$ cat src/rtl/fb_write_bridge_if.sv
// fb_write_bridge_if: processor-store, clear-control and index-RAM write signals of the framebuffer bridge.
interface fb_write_bridge_if #(
  parameter int AW = 19,
  parameter int LW = 5
);
  logic          cpu_we;
  logic [31:0]   cpu_addr;
  logic [31:0]   cpu_data;
  logic          clear_req;
  logic [7:0]    clear_index;
  logic          fb_grant;
  logic          fb_we;
  logic [AW-1:0] fb_addr;
  logic [7:0]    fb_index;
  logic          fifo_full;
  logic [LW-1:0] fifo_level;
  logic          busy;
  logic [15:0]   drop_count;
  modport master (
    output cpu_we, cpu_addr, cpu_data, clear_req, clear_index, fb_grant,
    input  fb_we, fb_addr, fb_index, fifo_full, fifo_level, busy, drop_count
  );
  modport slave (
    input  cpu_we, cpu_addr, cpu_data, clear_req, clear_index, fb_grant,
    output fb_we, fb_addr, fb_index, fifo_full, fifo_level, busy, drop_count
  );
endinterface

$ cat src/rtl/fb_write_bridge.sv
// fb_write_bridge: buffers in-window processor stores and drains them, or a screen clear, into the VGA index RAM on granted cycles.
module fb_write_bridge #(
  parameter logic [31:0] FB_BASE    = 32'h0001_0000,
  parameter int          FB_PIXELS  = 307200,
  parameter int          FIFO_DEPTH = 16,
  parameter int          AW         = 19
) (
  input logic clock_i,
  input logic reset_i,
  fb_write_bridge_if.slave bus
);
  localparam int PW = $clog2(FIFO_DEPTH);
  localparam int LW = PW + 1;
  localparam logic [31:0]   FB_END  = FB_BASE + 32'(FB_PIXELS);
  localparam logic [AW-1:0] BASE_LO = FB_BASE[AW-1:0];
  typedef enum logic {IDLE, CLEAR} state_t;
  state_t state_q, state_d;
  logic [AW+7:0] mem [FIFO_DEPTH];
  logic [PW-1:0] wr_q, wr_d, rd_q, rd_d;
  logic [LW-1:0] level_q, level_d;
  logic [AW-1:0] ptr_q, ptr_d, addr_q, addr_d, off;
  logic [7:0]    idx_q, idx_d, clr_q, clr_d;
  logic [15:0]   drop_q, drop_d;
  logic          we_q, we_d, hit, full, start, pop, push;
  always_comb begin
    hit   = bus.cpu_we && bus.cpu_addr >= FB_BASE && bus.cpu_addr < FB_END;
    off   = bus.cpu_addr[AW-1:0] - BASE_LO;
    full  = level_q == LW'(FIFO_DEPTH);
    start = state_q == IDLE && bus.clear_req;
    pop   = state_q == IDLE && !bus.clear_req && level_q != '0 && bus.fb_grant;
    // a clear flushes the queue, so a hit on that edge always finds room
    push  = hit && (!full || pop || start);
    wr_d    = wr_q + PW'(push);
    rd_d    = start ? wr_q : rd_q + PW'(pop);
    level_d = start ? LW'(push) : level_q + LW'(push) - LW'(pop);
    drop_d  = (hit && !push && drop_q != 16'hFFFF) ? drop_q + 16'd1 : drop_q;
  end
  always_comb begin
    state_d = state_q;
    ptr_d   = ptr_q;
    clr_d   = clr_q;
    we_d    = 1'b0;
    addr_d  = addr_q;
    idx_d   = idx_q;
    if (start) begin
      state_d = CLEAR;
      ptr_d   = '0;
      clr_d   = bus.clear_index;
    end else if (pop) begin
      {addr_d, idx_d} = mem[rd_q];
      we_d            = 1'b1;
    end else if (state_q == CLEAR && bus.fb_grant) begin
      we_d    = 1'b1;
      addr_d  = ptr_q;
      idx_d   = clr_q;
      ptr_d   = ptr_q + 1'b1;
      state_d = ptr_q == AW'(FB_PIXELS - 1) ? IDLE : CLEAR;
    end
  end
  always_ff @(posedge clock_i) begin
    if (push) mem[wr_q] <= {off, bus.cpu_data[7:0]};
  end
  always_ff @(posedge clock_i or posedge reset_i) begin
    if (reset_i) begin
      state_q <= IDLE;
      wr_q    <= '0;
      rd_q    <= '0;
      level_q <= '0;
      ptr_q   <= '0;
      clr_q   <= '0;
      we_q    <= 1'b0;
      addr_q  <= '0;
      idx_q   <= '0;
      drop_q  <= '0;
    end else begin
      state_q <= state_d;
      wr_q    <= wr_d;
      rd_q    <= rd_d;
      level_q <= level_d;
      ptr_q   <= ptr_d;
      clr_q   <= clr_d;
      we_q    <= we_d;
      addr_q  <= addr_d;
      idx_q   <= idx_d;
      drop_q  <= drop_d;
    end
  end
  assign bus.fb_we      = we_q;
  assign bus.fb_addr    = addr_q;
  assign bus.fb_index   = idx_q;
  assign bus.fifo_full  = full;
  assign bus.fifo_level = level_q;
  assign bus.busy       = state_q == CLEAR;
  assign bus.drop_count = drop_q;
endmodule

$ cat src/flat_wrapper.sv
// flat-port wrapper written by rule: the top's interface ports become plain ports
module fb_write_bridge_flat 
#(
  parameter logic [31:0] FB_BASE    = 32'h0001_0000,
  parameter int          FB_PIXELS  = 307200,
  parameter int          FIFO_DEPTH = 16,
  parameter int          AW         = 19
)
  (clock_i, reset_i, bus_cpu_we, bus_cpu_addr, bus_cpu_data, bus_clear_req, bus_clear_index, bus_fb_grant, bus_fb_we, bus_fb_addr, bus_fb_index, bus_fifo_full, bus_fifo_level, bus_busy, bus_drop_count);
  fb_write_bridge_if #(.AW(AW), .LW(5)) bus_i ();
  input logic clock_i;
  input logic reset_i;
  input wire logic [$bits(bus_i.cpu_we)-1:0] bus_cpu_we;
  input wire logic [$bits(bus_i.cpu_addr)-1:0] bus_cpu_addr;
  input wire logic [$bits(bus_i.cpu_data)-1:0] bus_cpu_data;
  input wire logic [$bits(bus_i.clear_req)-1:0] bus_clear_req;
  input wire logic [$bits(bus_i.clear_index)-1:0] bus_clear_index;
  input wire logic [$bits(bus_i.fb_grant)-1:0] bus_fb_grant;
  output wire logic [$bits(bus_i.fb_we)-1:0] bus_fb_we;
  output wire logic [$bits(bus_i.fb_addr)-1:0] bus_fb_addr;
  output wire logic [$bits(bus_i.fb_index)-1:0] bus_fb_index;
  output wire logic [$bits(bus_i.fifo_full)-1:0] bus_fifo_full;
  output wire logic [$bits(bus_i.fifo_level)-1:0] bus_fifo_level;
  output wire logic [$bits(bus_i.busy)-1:0] bus_busy;
  output wire logic [$bits(bus_i.drop_count)-1:0] bus_drop_count;
  assign bus_i.cpu_we = bus_cpu_we;
  assign bus_i.cpu_addr = bus_cpu_addr;
  assign bus_i.cpu_data = bus_cpu_data;
  assign bus_i.clear_req = bus_clear_req;
  assign bus_i.clear_index = bus_clear_index;
  assign bus_i.fb_grant = bus_fb_grant;
  assign bus_fb_we = bus_i.fb_we;
  assign bus_fb_addr = bus_i.fb_addr;
  assign bus_fb_index = bus_i.fb_index;
  assign bus_fifo_full = bus_i.fifo_full;
  assign bus_fifo_level = bus_i.fifo_level;
  assign bus_busy = bus_i.busy;
  assign bus_drop_count = bus_i.drop_count;
  fb_write_bridge #(.FB_BASE(FB_BASE), .FB_PIXELS(FB_PIXELS), .FIFO_DEPTH(FIFO_DEPTH), .AW(AW)) u_core (.clock_i(clock_i), .reset_i(reset_i), .bus(bus_i));
endmodule
$ cat config.mk
export PLATFORM = sky130hd
export DESIGN_NAME = fb_write_bridge_flat
export DESIGN_NICKNAME = d
export VERILOG_FILES = /design/src/rtl/fb_write_bridge_if.sv /design/src/rtl/fb_write_bridge.sv /design/src/flat_wrapper.sv
export SDC_FILE = /design/constraint.sdc
export NUM_CORES = 1
export LEC_CHECK = 0
export BUFFER_PORTS_ARGS = -buffer_cell sky130_fd_sc_hd__clkbuf_2
export CORE_MARGIN = 2
export CORE_UTILIZATION = 55
export DETAILED_ROUTE_END_ITERATION = 8
export GPL_ROUTABILITY_DRIVEN = 0
export HOLD_SLACK_MARGIN = 0.02
export PLACE_DENSITY = 0.81
export SYNTH_ARGS = -nofsm -noshare
export SYNTH_HDL_FRONTEND = slang
export SYNTH_SLANG_ARGS = --single-unit
$ cat constraint.sdc
create_clock -name clock_i -period 4.3 [get_ports clock_i]
set_input_delay 0.43 -clock clock_i [delete_from_list [all_inputs] [get_ports clock_i]]
set_output_delay 0.43 -clock clock_i [all_outputs]
set_load 0.005 [all_outputs]
==> metrics.txt <==
CTS tree=yes; post-CTS setup buffers=0; Syn. warnings=0; Root Buffer Master=clkbuf_16; post-synth cell types=55; met1 usage=0.361; Overall Power=0.0107 W; Reg clk slew, reported paths=0.06 ns; Crit Path Max Fanout=37; CP required=4.73 ns; register share of total power=0.525; pin count of the biggest net entering global routing=58; post-synthesis cell area=0.0206 mm^2; Crit Reg-Reg Endpoint=u_core.bus.fifo_level[4]$_DFF_PP0_; hold_buf cts=0; max-slew violations=0; minimum clock period=3.17 ns; fraction of registers with async set/reset=0.164; r2r worst-path depth=18; Port-buffer cells=103; worst hold path class=in2async; PwrDens=454 mW/mm^2; Placed Instance Area=0.0219 mm^2; LEAKAGE=8.14 nW; most frequent cells in the layout=edfxtp_1 (432), nand2_1 (107), clkbuf_2 (103); Comb power frac=0.069; top_reg_cell synth=edfxtp_1; VDD IR max=304 uV; cts repair resizes=0; Seq/Total Area, Yosys=0.733; Final ANT Viol Nets=0; R2R setup slack=1.13 ns; Filler cells=2377; RSZ-0062 raised after global routing=no; core area=0.0368 mm^2; Hold Vio Cnt, Final=0; most utilized layer in the global route result=met2; vias in the first global route=11.6k; DP Wirelength=27.2 mm; Final period util=0.737; first drt pass iteration count=6; internal power=0.00838 W; most common cell after layout, fill and taps aside=edfxtp_1; run status=finished, final reports clean; Synth Instances=1148; CP max-delay cell=dfrtp_1; Yosys reg bits=517; vias post-DR=11.6k; max-cap violations=0; clock buffer count from CTS=49; Net Sw Frac=0.216; initial DRC count=1387; fin area=0.0235 mm^2; pre-CTS WS=0.815 ns; Die Area=0.0390 mm^2; CTS Buffer Depth=3; first-pass GRT wire length=73.5 mm; WS Path Type=reg2reg; Net Switching=0.00231 W; # IOs=128; clock sinks=517; Cell Chain, Critical Path=inv_1, ha_1, nand3_1, o211ai_1, buf_4, clkinv_1, buf_4, ha_1, inv_1, ha_1, inv_1, fa_1, inv_1, a21oi_1, nor2_1, nor2_1, xnor2_1, nor2_1; CP Launch Type=flop; CP Capture Type=flop; post-layout util=0.640; Layout Nets=1381; Die H=198 um; Net Count, Synth=1240; WL final=49.0 mm; Ant. Diodes=0; Rel. slew slack=0.164; syn avg cell area=17.9 um^2; Clk Latency, worst-skew pair=0.56 ns; worst slew pin tran=1.25 ns; Die X-Extent=198 um; met3 GRT Util=0.0637; Layout area overhead=14.3%; skew final=0.0173 ns; number of remaining DRC errors=0; wire length per cell=27.3 um; Via density=6.45; Initial Util=0.560; Rows=70; Setup TNS=0 ns; crit path DAT=3.60 ns; CTS H-tree lvls=2; EDFF count, synth=432; worst flop-to-flop path startpoint=u_core.bus.fifo_level[3]$_DFF_PP0_; antenna violations before repair=0; crit-path most repeated cell=inv_1; GR Util All Layers=0.257; grt total ovfl=0; # setup viols final=0; met2 GRT Util=0.405; layout cells sized above 1=0.259; Crit path largest cell delay=0.41 ns; Clock power frac=0.406; final worst setup slack=1.13 ns; highest achievable clock rate=315 MHz
critical path, delay by kind of cell, from the launching register on:
| kind | cells | cell delay, ns |
|---|---|---|
| adders and majority gates | 4 | 1.01 |
| buffers and inverters | 7 | 0.98 |
| DFF | 1 | 0.41 |
| xor gates and xnor gates | 1 | 0.14 |
| and+or+nand+nor | 4 | 0.26 |
| AOI/OAI and AO/OA | 2 | 0.23 |
sequential cells by signal, summed over array words and instances (netlist names):
register	count
u_core.bus.fb_we	1
u_core.ptr_q	19
u_core.bus.fb_addr	19
u_core.mem	432
u_core.bus.fifo_level	5
u_core.bus.busy	1
u_core.bus.fb_index	8
u_core.wr_q	4
u_core.rd_q	4
u_core.bus.drop_count	16
u_core.clr_q	8
layer usage:
metal	vias to the layer above	wire length (um)
met2	748	23300
met1	5900	18900
met3	103	5540
met5	-	0
li1	4841	-
met4	0	1300
cell usage after synthesis (8+ instances only):
library cell / instances / share of area
a221oi_1: 30 / 0.013
a22oi_1: 17 / 0.0062
a31oi_1: 27 / 0.0082
and3_1: 22 / 0.0067
buf_2: 10 / 0.0024
buf_4: 8 / 0.0029
clkbuf_1: 32 / 0.0058
dfrtp_1: 85 / 0.10
edfxtp_1: 432 / 0.63
ha_1: 14 / 0.0085
inv_1: 20 / 0.0036
mux2i_1: 68 / 0.033
mux4_2: 90 / 0.098
nand2_1: 107 / 0.019
nand3_1: 18 / 0.0044
nand4_1: 8 / 0.0024
nor2_1: 41 / 0.0075
nor3_1: 10 / 0.0024
o21ai_0: 24 / 0.0058
xnor2_1: 10 / 0.0043
xor2_1: 19 / 0.0081
cell families after synthesis:
logic type,after synthesis,share of synthesized area
DFF,517,0.733
and+or+nand+nor,239,0.0570
muxes,159,0.132
AOI/OAI and AO/OA,112,0.0386
buffers and inverters,77,0.0176
xor gates and xnor gates,29,0.0123
adders and majority gates,15,0.00948
per-stage QoR:
step	hold WS, ns	instances
floorplan	0.446	1148
finish	0.0493	1797
global placement	0.459	1706
global route	0.0570	1797
detailed placement	0.471	1706
CTS	0.0428	1797
power by group through the flow:
stage               registers, W  logic (W)  clock network, W
CTS                      0.00561   0.000739           0.00438
detailed placement       0.00571   0.000725                 0
global placement         0.00571   0.000705                 0
global route             0.00562   0.000806           0.00456
floorplan                0.00568   0.000502                 0
finish                   0.00561   0.000737           0.00434
worst max path at each step:
stage / cells past startpoint / end / slack [ns] / start
2_1_floorplan: 8 / u_core.mem[0][0]$_DFFE_PP_ / 0.24 / bus_cpu_addr[17]
3_3_place_gp: 8 / u_core.mem[3][6]$_DFFE_PP_ / 0.86 / bus_cpu_addr[12]
3_5_place_dp: 8 / u_core.mem[3][2]$_DFFE_PP_ / 0.81 / bus_cpu_addr[12]
4_1_cts: 18 / u_core.bus.fifo_level[4]$_DFF_PP0_ / 1.13 / u_core.bus.fifo_level[3]$_DFF_PP0_
5_1_grt: 18 / u_core.bus.fifo_level[4]$_DFF_PP0_ / 0.82 / u_core.bus.fifo_level[3]$_DFF_PP0_
6_report: 18 / u_core.bus.fifo_level[4]$_DFF_PP0_ / 1.13 / u_core.bus.fifo_level[3]$_DFF_PP0_
layout make-up:
type,instances,area [um^2],area share
sequential,517,15100,0.642
multi-input combinational,554,5260,0.223
clock buffer,60,1310,0.0556
timing repair buffer,145,906,0.0385
tap,468,586,0.0249
clock inverter,31,302,0.0128
inverter,22,83.8,0.00356
Power figures use the tool's default switching activity.
